===== src/rtl/stable_pkg.sv =====
// Shared types and defaults for the stable hold driver.
// Latency: n/a (types and constants only).
// Backpressure: n/a.
package stable_pkg;

    // IDLE accepts a new value; HOLD blocks until the hold window expires.
    typedef enum logic {
        IDLE = 1'b0,
        HOLD = 1'b1
    } hold_state_e;

    localparam int DEFAULT_MIN_HOLD = 4;

    // Width of a counter that must represent 0..min_hold.
    function automatic int hold_cnt_width(input int min_hold);
        return $clog2(min_hold + 1);
    endfunction

endpackage


===== src/rtl/stable_hold_driver_hold_timer.sv =====
// Hold-window down-counter: load, decrement, zero flag.
// Latency: load/decrement visible one clock after the requesting edge.
// Backpressure: none; it never goes below zero even if decrement is held.
module hold_timer #(
    parameter int CNT_W = 3
) (
    input  logic             clk,
    input  logic             rst_n,
    input  logic             i_load,
    input  logic [CNT_W-1:0] i_load_val,
    input  logic             i_dec,
    output logic [CNT_W-1:0] o_cnt,
    output logic             o_zero
);

    logic [CNT_W-1:0] r_cnt;

    // Load has priority over decrement; count floors at zero.
    always_ff @(posedge clk or negedge rst_n) begin
        if (!rst_n) begin
            r_cnt <= '0;
        end else if (i_load) begin
            r_cnt <= i_load_val;
        end else if (i_dec && (r_cnt != '0)) begin
            r_cnt <= r_cnt - CNT_W'(1);
        end
    end

    assign o_cnt  = r_cnt;
    assign o_zero = (r_cnt == '0);

endmodule


===== src/rtl/stable_hold_driver.sv =====
// Drives a registered output that never changes twice within MIN_HOLD clocks.
// Latency: accepted value appears on out_data one clock after the transfer edge.
// Backpressure: in_ready drops for MIN_HOLD-1 clocks after each change; held values wait.
module stable_hold_driver
    import stable_pkg::*;
#(
    parameter int               WIDTH    = 1,
    parameter int               MIN_HOLD = DEFAULT_MIN_HOLD,
    parameter logic [WIDTH-1:0] INIT_VAL = '0
) (
    input  logic                            clk,
    input  logic                            rst_n,
    input  logic                            in_valid,
    input  logic [WIDTH-1:0]                in_data,
    output logic                            in_ready,
    output logic [WIDTH-1:0]                out_data,
    output logic                            out_stable,
    output logic                            out_changed,
    output logic [$clog2(MIN_HOLD+1)-1:0]   hold_cnt,
    output logic [15:0]                     change_cnt
);

    localparam int CNT_W = hold_cnt_width(MIN_HOLD);

    hold_state_e      r_state;
    logic [WIDTH-1:0] r_out_data;
    logic [WIDTH-1:0] r_prev_data;
    logic [15:0]      r_change_cnt;

    logic             w_xfer;
    logic             w_change;
    logic             w_load;
    logic             w_dec;
    logic             w_zero;
    logic [CNT_W-1:0] w_hold_cnt;

    // in_ready depends on state only, never on in_valid.
    assign in_ready = (r_state == IDLE);
    assign w_xfer   = in_valid && in_ready;
    // Gating by w_xfer keeps an X on in_data (with in_valid low) away from out_data.
    assign w_change = w_xfer && (in_data != r_out_data);
    // A one-clock hold needs no window: the driver stays in IDLE.
    assign w_load   = w_change && (MIN_HOLD > 1);
    assign w_dec    = (r_state == HOLD) && !w_zero;

    hold_timer #(
        .CNT_W (CNT_W)
    ) u_hold_timer (
        .clk        (clk),
        .rst_n      (rst_n),
        .i_load     (w_load),
        .i_load_val (CNT_W'(MIN_HOLD - 1)),
        .i_dec      (w_dec),
        .o_cnt      (w_hold_cnt),
        .o_zero     (w_zero)
    );

    // State, driven value, previous value and saturating change counter.
    always_ff @(posedge clk or negedge rst_n) begin
        if (!rst_n) begin
            r_state      <= IDLE;
            r_out_data   <= INIT_VAL;
            r_prev_data  <= INIT_VAL;
            r_change_cnt <= '0;
        end else begin
            r_prev_data <= r_out_data;
            case (r_state)
                IDLE: begin
                    if (w_change) begin
                        r_out_data <= in_data;
                        if (r_change_cnt != 16'hFFFF) begin
                            r_change_cnt <= r_change_cnt + 16'd1;
                        end
                        if (MIN_HOLD > 1) begin
                            r_state <= HOLD;
                        end
                    end
                end
                HOLD: begin
                    if (w_hold_cnt == CNT_W'(1)) begin
                        r_state <= IDLE;
                    end
                end
            endcase
        end
    end

    assign out_data    = r_out_data;
    assign out_stable  = (r_out_data == r_prev_data);
    assign out_changed = !out_stable;
    assign hold_cnt    = w_hold_cnt;
    assign change_cnt  = r_change_cnt;

endmodule


===== config.mk =====
export PLATFORM = sky130hd
export DESIGN_NAME = stable_hold_driver
export DESIGN_NICKNAME = d
export VERILOG_FILES = /design/src/rtl/stable_pkg.sv /design/src/rtl/stable_hold_driver_hold_timer.sv /design/src/rtl/stable_hold_driver.sv
export SDC_FILE = /design/constraint.sdc
export NUM_CORES = 1
export LEC_CHECK = 0
export ABC_AREA = 1
export BUFFER_PORTS_ARGS = -buffer_cell sky130_fd_sc_hd__buf_4
export CAP_MARGIN = 40
export CORE_MARGIN = 5
export CORE_UTILIZATION = 45
export CTS_CLUSTER_DIAMETER = 200
export DETAILED_ROUTE_END_ITERATION = 16
export PLACE_DENSITY = 0.76
export SLEW_MARGIN = 20
export SYNTH_ARGS = -nofsm -noshare
export SYNTH_HDL_FRONTEND = slang
export SYNTH_SLANG_ARGS = --single-unit

===== constraint.sdc =====
create_clock -name clk -period 1.4 [get_ports clk]
set_input_delay 0.07 -clock clk [delete_from_list [all_inputs] [get_ports clk]]
set_output_delay 0.07 -clock clk [all_outputs]
set_load 0.01 [all_outputs]

### Yosys cells after proc, flatten, opt, wreduce, memory -nomap -nowiden

Index checks and enable logic that the tools add are counted.

* eq/ne operators: 4
* bitwise logic cells: 1
* add/subtract/negate cells: 2
* multiplexer cells: 5
* reductions and logical operators: 11

Operator list (count)
* 16-bit by 1-bit adder with 16-bit output (second input constant): 1
* 16-bit inequality test (second input constant): 1
* 3-bit two-way mux: 2
* 1-bit logical AND: 4
* 3-bit by 1-bit == test with 1-bit output (second input constant): 1
* 3-bit logical NOT: 1
* 3-bit AND reduction: 1
* 3-bit nonzero test: 1
* 3-bit by 1-bit subtractor with 3-bit output (second input constant): 1
* 1-bit logical NOT: 2
* 1-bit two-way mux: 2
* 1-bit case mux with 2 select lines: 1
* 2-bit AND reduction: 1
* 2-bit nonzero test: 1
* 1-bit == test: 1
* 1-bit inequality test: 1
* 1-bit NOT: 1

* input port bits: 4
* flip-flop bits (word level): 22
* output and inout port bits: 23
* word-level logic and storage cells: 28

### Logic depth before layout (Yosys ltp)

* depth in word-level cells: 6
* mapped depth: 9
* mapped depth without buffers: 8

### By module

A second synthesis with hierarchy kept.

* cells, all modules: 190
* area total of the unflattened synthesis: 1355.0 um^2

Modules (own cells, without submodules)
* stable_hold_driver: cells an instance 163, instances 1, area an instance 1162.4 um^2, seq. area each 475.5 um^2
* hold_timer: cells an instance 27, instances 1, area an instance 192.7 um^2, seq. area each 75.1 um^2

### Worst setup path after synthesis

Ideal clock, no wire load.

* path type: reg2reg
* start: register r_change_cnt[0], in the netlist change_cnt[0]
* end: register r_change_cnt[10], in the netlist change_cnt[10]
* library setup time: 0.117 ns
* period minus slack after synthesis: 1.477 ns
* slack: -0.077 ns
* stages on the path, launching flop included: 8
* path buffers: 1
* required time: 1.283 ns
* data arrival time: 1.360 ns
* cells stage by stage: dfrtp_1 -> ha_1 -> nand3_2 -> nor2_4 -> a21oi_1 -> buf_2 -> nand2_1 -> nand2_1

* longest elaborated chain between the ends: 2
* elaborated cells on any way between the ends: 3
* those cells by class: 1 x add/sub; 1 x eq/ne; 1 x reduce/logical

RTL lines
* start, declared: RTL line stable_hold_driver.sv:28 `logic [15:0] r_change_cnt;`
* start signal, assigned: RTL line stable_hold_driver.sv:72 `r_change_cnt <= r_change_cnt + 16'd1;`
* parallel branches: the longest is 2 deep, another holds 16-bit by 1-bit adder with 16-bit output

Several ways; the timed one is not identified.
A chain may end at the register's enable or synchronous reset.

### Worst setup path in the final report

* start: register r_change_cnt[1], in the netlist change_cnt[1]
* end: register r_change_cnt[4], in the netlist change_cnt[4]

Same word-level chain as after synthesis.

==> flow_metrics.tcl <==
set metrics [dict create \
    cap_viol_max_count 0 \
    clk_path_buf_depth 2 \
    track_usage_pct 17.55 \
    fin_area_sq_um 2023 \
    reg2reg_depth 8 \
    path_clk_slew_ns 0.13 \
    setup_viol 13 \
    cts-root-buf "clkbuf_4" \
    regToRegEndpoint "change_cnt[4]" \
    place_congestion 0.8599 \
    synthAdderAreaFrac_pct 3.759 \
    syn_inst 185 \
    coreArea_sq_um 2805 \
    relSlewSlack_pct 77.64 \
    grt_max_degree 23 \
    peakVddDrop_mv 1.180 \
    num_vias 1454 \
    endpoint "change_cnt[4]" \
    synth_simple_gate_area_share_pct 39.66 \
    syn-cell-area_sq_um 1331 \
    synth.area.mux_share_pct 0 \
    fmax_mhz 689.4 \
    start_util_pct 47.46 \
    critPathMaxStageDelay_ns 0.43 \
    endpoint_kind "flip-flop" \
    wirelength_um 4035 \
    final.setup_skew_ns 0.004968 \
    drt_iter0_markers 99 \
    required_ns 1.66 \
    violations "setup timing" \
    crit_fanout 8 \
    worstPathCellList "ha_4, nand3_4, nor2_4, buf_6, nand2_8, nand2_8, nand2_1, nand2_1" \
    layout-drive-gt1-share_pct 38.80 \
    worstHoldPathType "in -> async" \
    ys_ff_latch 22 \
    die_h_um 64.39 \
    finalNetCount 259 \
    worst_slew_pin_slew_ns 0.3347 \
    antenna_found_initial 0 \
    cp.arrival_ns 1.71 \
    fin_ws_ns -0.05050 \
    hpwlAfterDp_um 2421 \
    status "complete, but fails checks" \
    drc_errors 0 \
    syn_nets 193 \
    cts_tree "done" \
    ant_nets 0 \
    ctsHtreeMaxLevel 1 \
    critical_path.startpoint "change_cnt[1]" \
    avgSynthCellArea_sq_um 7.196 \
    syn2layout_area_growth_pct 51.97 \
    rsz0062_at_grt "true" \
    fill_cells 211 \
    synth_xor_area_share_pct 4.605 \
    cellLeakagePower_nw 1.019 \
    min_period_ns 1.450 \
    synth_compound_area_share_pct 3.195 \
    route.detailed.wl_per_inst_um 14.36 \
    hold_viol_final 0 \
    hold-worst-slack_ns 0.1662 \
    synth_top_family_by_area "simple AND/OR/NAND/NOR gates" \
    synth_warnings 0 \
    first_pass_iters 5 \
    io_pins 27 \
    worstSetupPathType "reg -> reg" \
    die_w_um 64.39 \
    synth.distinct_cells 18 \
    cts_buffers 3 \
    power_density_nw_per_um2 1291 \
    clkLatencyLatePin_ns 0.31 \
    pre_cts_ws_ns -0.2764 \
    power_mw 2.612 \
    drv_slew 0 \
    die_area_sq_um 4146 \
    cp_slowest_cell "dfrtp_1" \
    cts.sinks 22 \
    worstSetupStartpointType "flip-flop" \
    via_per_inst 5.174 \
    antenna_cells 0 \
    portBuffers 26 \
    overflow 0 \
    place_area_sq_um 1767 \
    grt_pass1_vias 1219 \
    finalSetupTns_ns -0.2622 \
    grt_pass1_wl_um 5733 \
    fin_crit_sh_pct 103.6 \
    r2r_start "change_cnt[1]" \
    seq_area_frac_synth_pct 41.35 \
    rows 19 \
    reg2reg_slack_ns -0.05 \
]
-- cell type report --
| type | instances | area, sq um | share of cell area, % |
|---|---|---|---|
| multi-input cells | 142 | 844.6 | 41.74 |
| flip-flops and latches | 22 | 551.8 | 27.27 |
| repair buffers | 61 | 470.5 | 23.25 |
| inverters | 21 | 91.34 | 4.515 |
| well taps | 31 | 38.79 | 1.917 |
| clock buffers | 4 | 26.28 | 1.299 |
-- report_power, final --
part,internal [mW],switching (mW),leakage (nW),total (mW)
registers,0.777,0.107,0.290,0.884
clock network,0.111,0.201,0.0150,0.313
logic,0.667,0.750,0.714,1.42
total,1.55,1.06,1.02,2.61
-- cells in the final DEF (no fill, tap or decap), drive strengths merged, types with 3 or more instances in the layout --
master / netlist / layout
inv: 21 / 20
buf: 2 / 59
ha: 4 / 4
xnor2: 7 / 7
clkbuf: 0 / 4
a21oi: 3 / 3
o21ai: 4 / 4
nand2: 82 / 84
nor2: 19 / 19
dfrtp: 22 / 22
nand3: 11 / 11
nand4: 7 / 7
-- metal layers --
metal	track usage, %	vias to the layer above	share of wire, %
li1	-	709	-
met1	25.00	661	41
met2	27.32	67	48
met3	2.277	17	6.5
met4	6.332	0	3.6
met5	0	-	0
-- sequential cells by signal, summed over array words and instances (netlist names) --
| register | count |
|---|---|
| out_data | 1 |
| change_cnt | 16 |
| r_state | 1 |
| r_prev_data | 1 |
| u_hold_timer.o_cnt | 3 |
-- worst max-delay path: cells and delay by family, from the launching register on --
| kind | cells | cell delay (ns) |
|---|---|---|
| buffers and inverters | 1 | 0.16 |
| adder cells (fa/ha/maj) | 1 | 0.18 |
| flip-flops | 1 | 0.43 |
| AND/OR/NAND/NOR | 6 | 0.62 |
-- through the flow --
stage,util (%),instances
2_1_floorplan,-,185
3_3_place_gp,62.98,268
3_5_place_dp,62.98,268
4_1_cts,66.06,276
5_1_grt,72.12,281
6_report,72.12,281
-- cell usage after synthesis --
master / instances / area [sq um]
nand2_4: 2 / 22.52
nand3b_1: 2 / 15.01
buf_8: 1 / 15.01
nand2_1: 80 / 300.3
ha_1: 4 / 50.05
nor2_4: 2 / 22.52
o21ai_0: 4 / 20.02
xnor2_1: 7 / 61.31
dfrtp_1: 22 / 550.5
inv_2: 1 / 3.750
nand4_1: 7 / 43.79
buf_2: 1 / 5.000
nor2_1: 17 / 63.81
o211ai_1: 1 / 7.510
nand3_2: 1 / 10.01
nand3_1: 10 / 50.05
inv_1: 20 / 75.07
a21oi_1: 3 / 15.01
-- worst min path at each step --
| stage | to | from | cells past startpoint | slack [ns] |
|---|---|---|---|---|
| after CTS | change_cnt[11] | rst_n | 2 | 0.16 |
| after detailed placement | u_hold_timer.o_cnt[2] | rst_n | 1 | -0.02 |
| after floorplan | change_cnt[0] | rst_n | 0 | -0.23 |
| after global routing | change_cnt[11] | rst_n | 2 | 0.20 |
| final | change_cnt[11] | rst_n | 2 | 0.17 |
| after global placement | u_hold_timer.o_cnt[2] | rst_n | 1 | -0.03 |
-- repair_timing --
action                                 4_1_cts  5_1_grt
setup endpoints to repair                   15       20
pin swaps                                    1       14
hold buffers                                 2        0
gates cloned                                 0        2
endpoints found under the hold margin       23        0
resized for setup                            6       35
setup buffers                                2        3
-- cell families (layout without fill, tap and decap cells) --
family / after synthesis / count (layout)
adders and majority gates: 4 / 4
and+or+nand+nor: 121 / 123
DFF: 22 / 22
xor gates and xnor gates: 7 / 7
buffers and inverters: 23 / 86
AOI/OAI and AO/OA: 8 / 8
(Power assumes the default switching activity.)
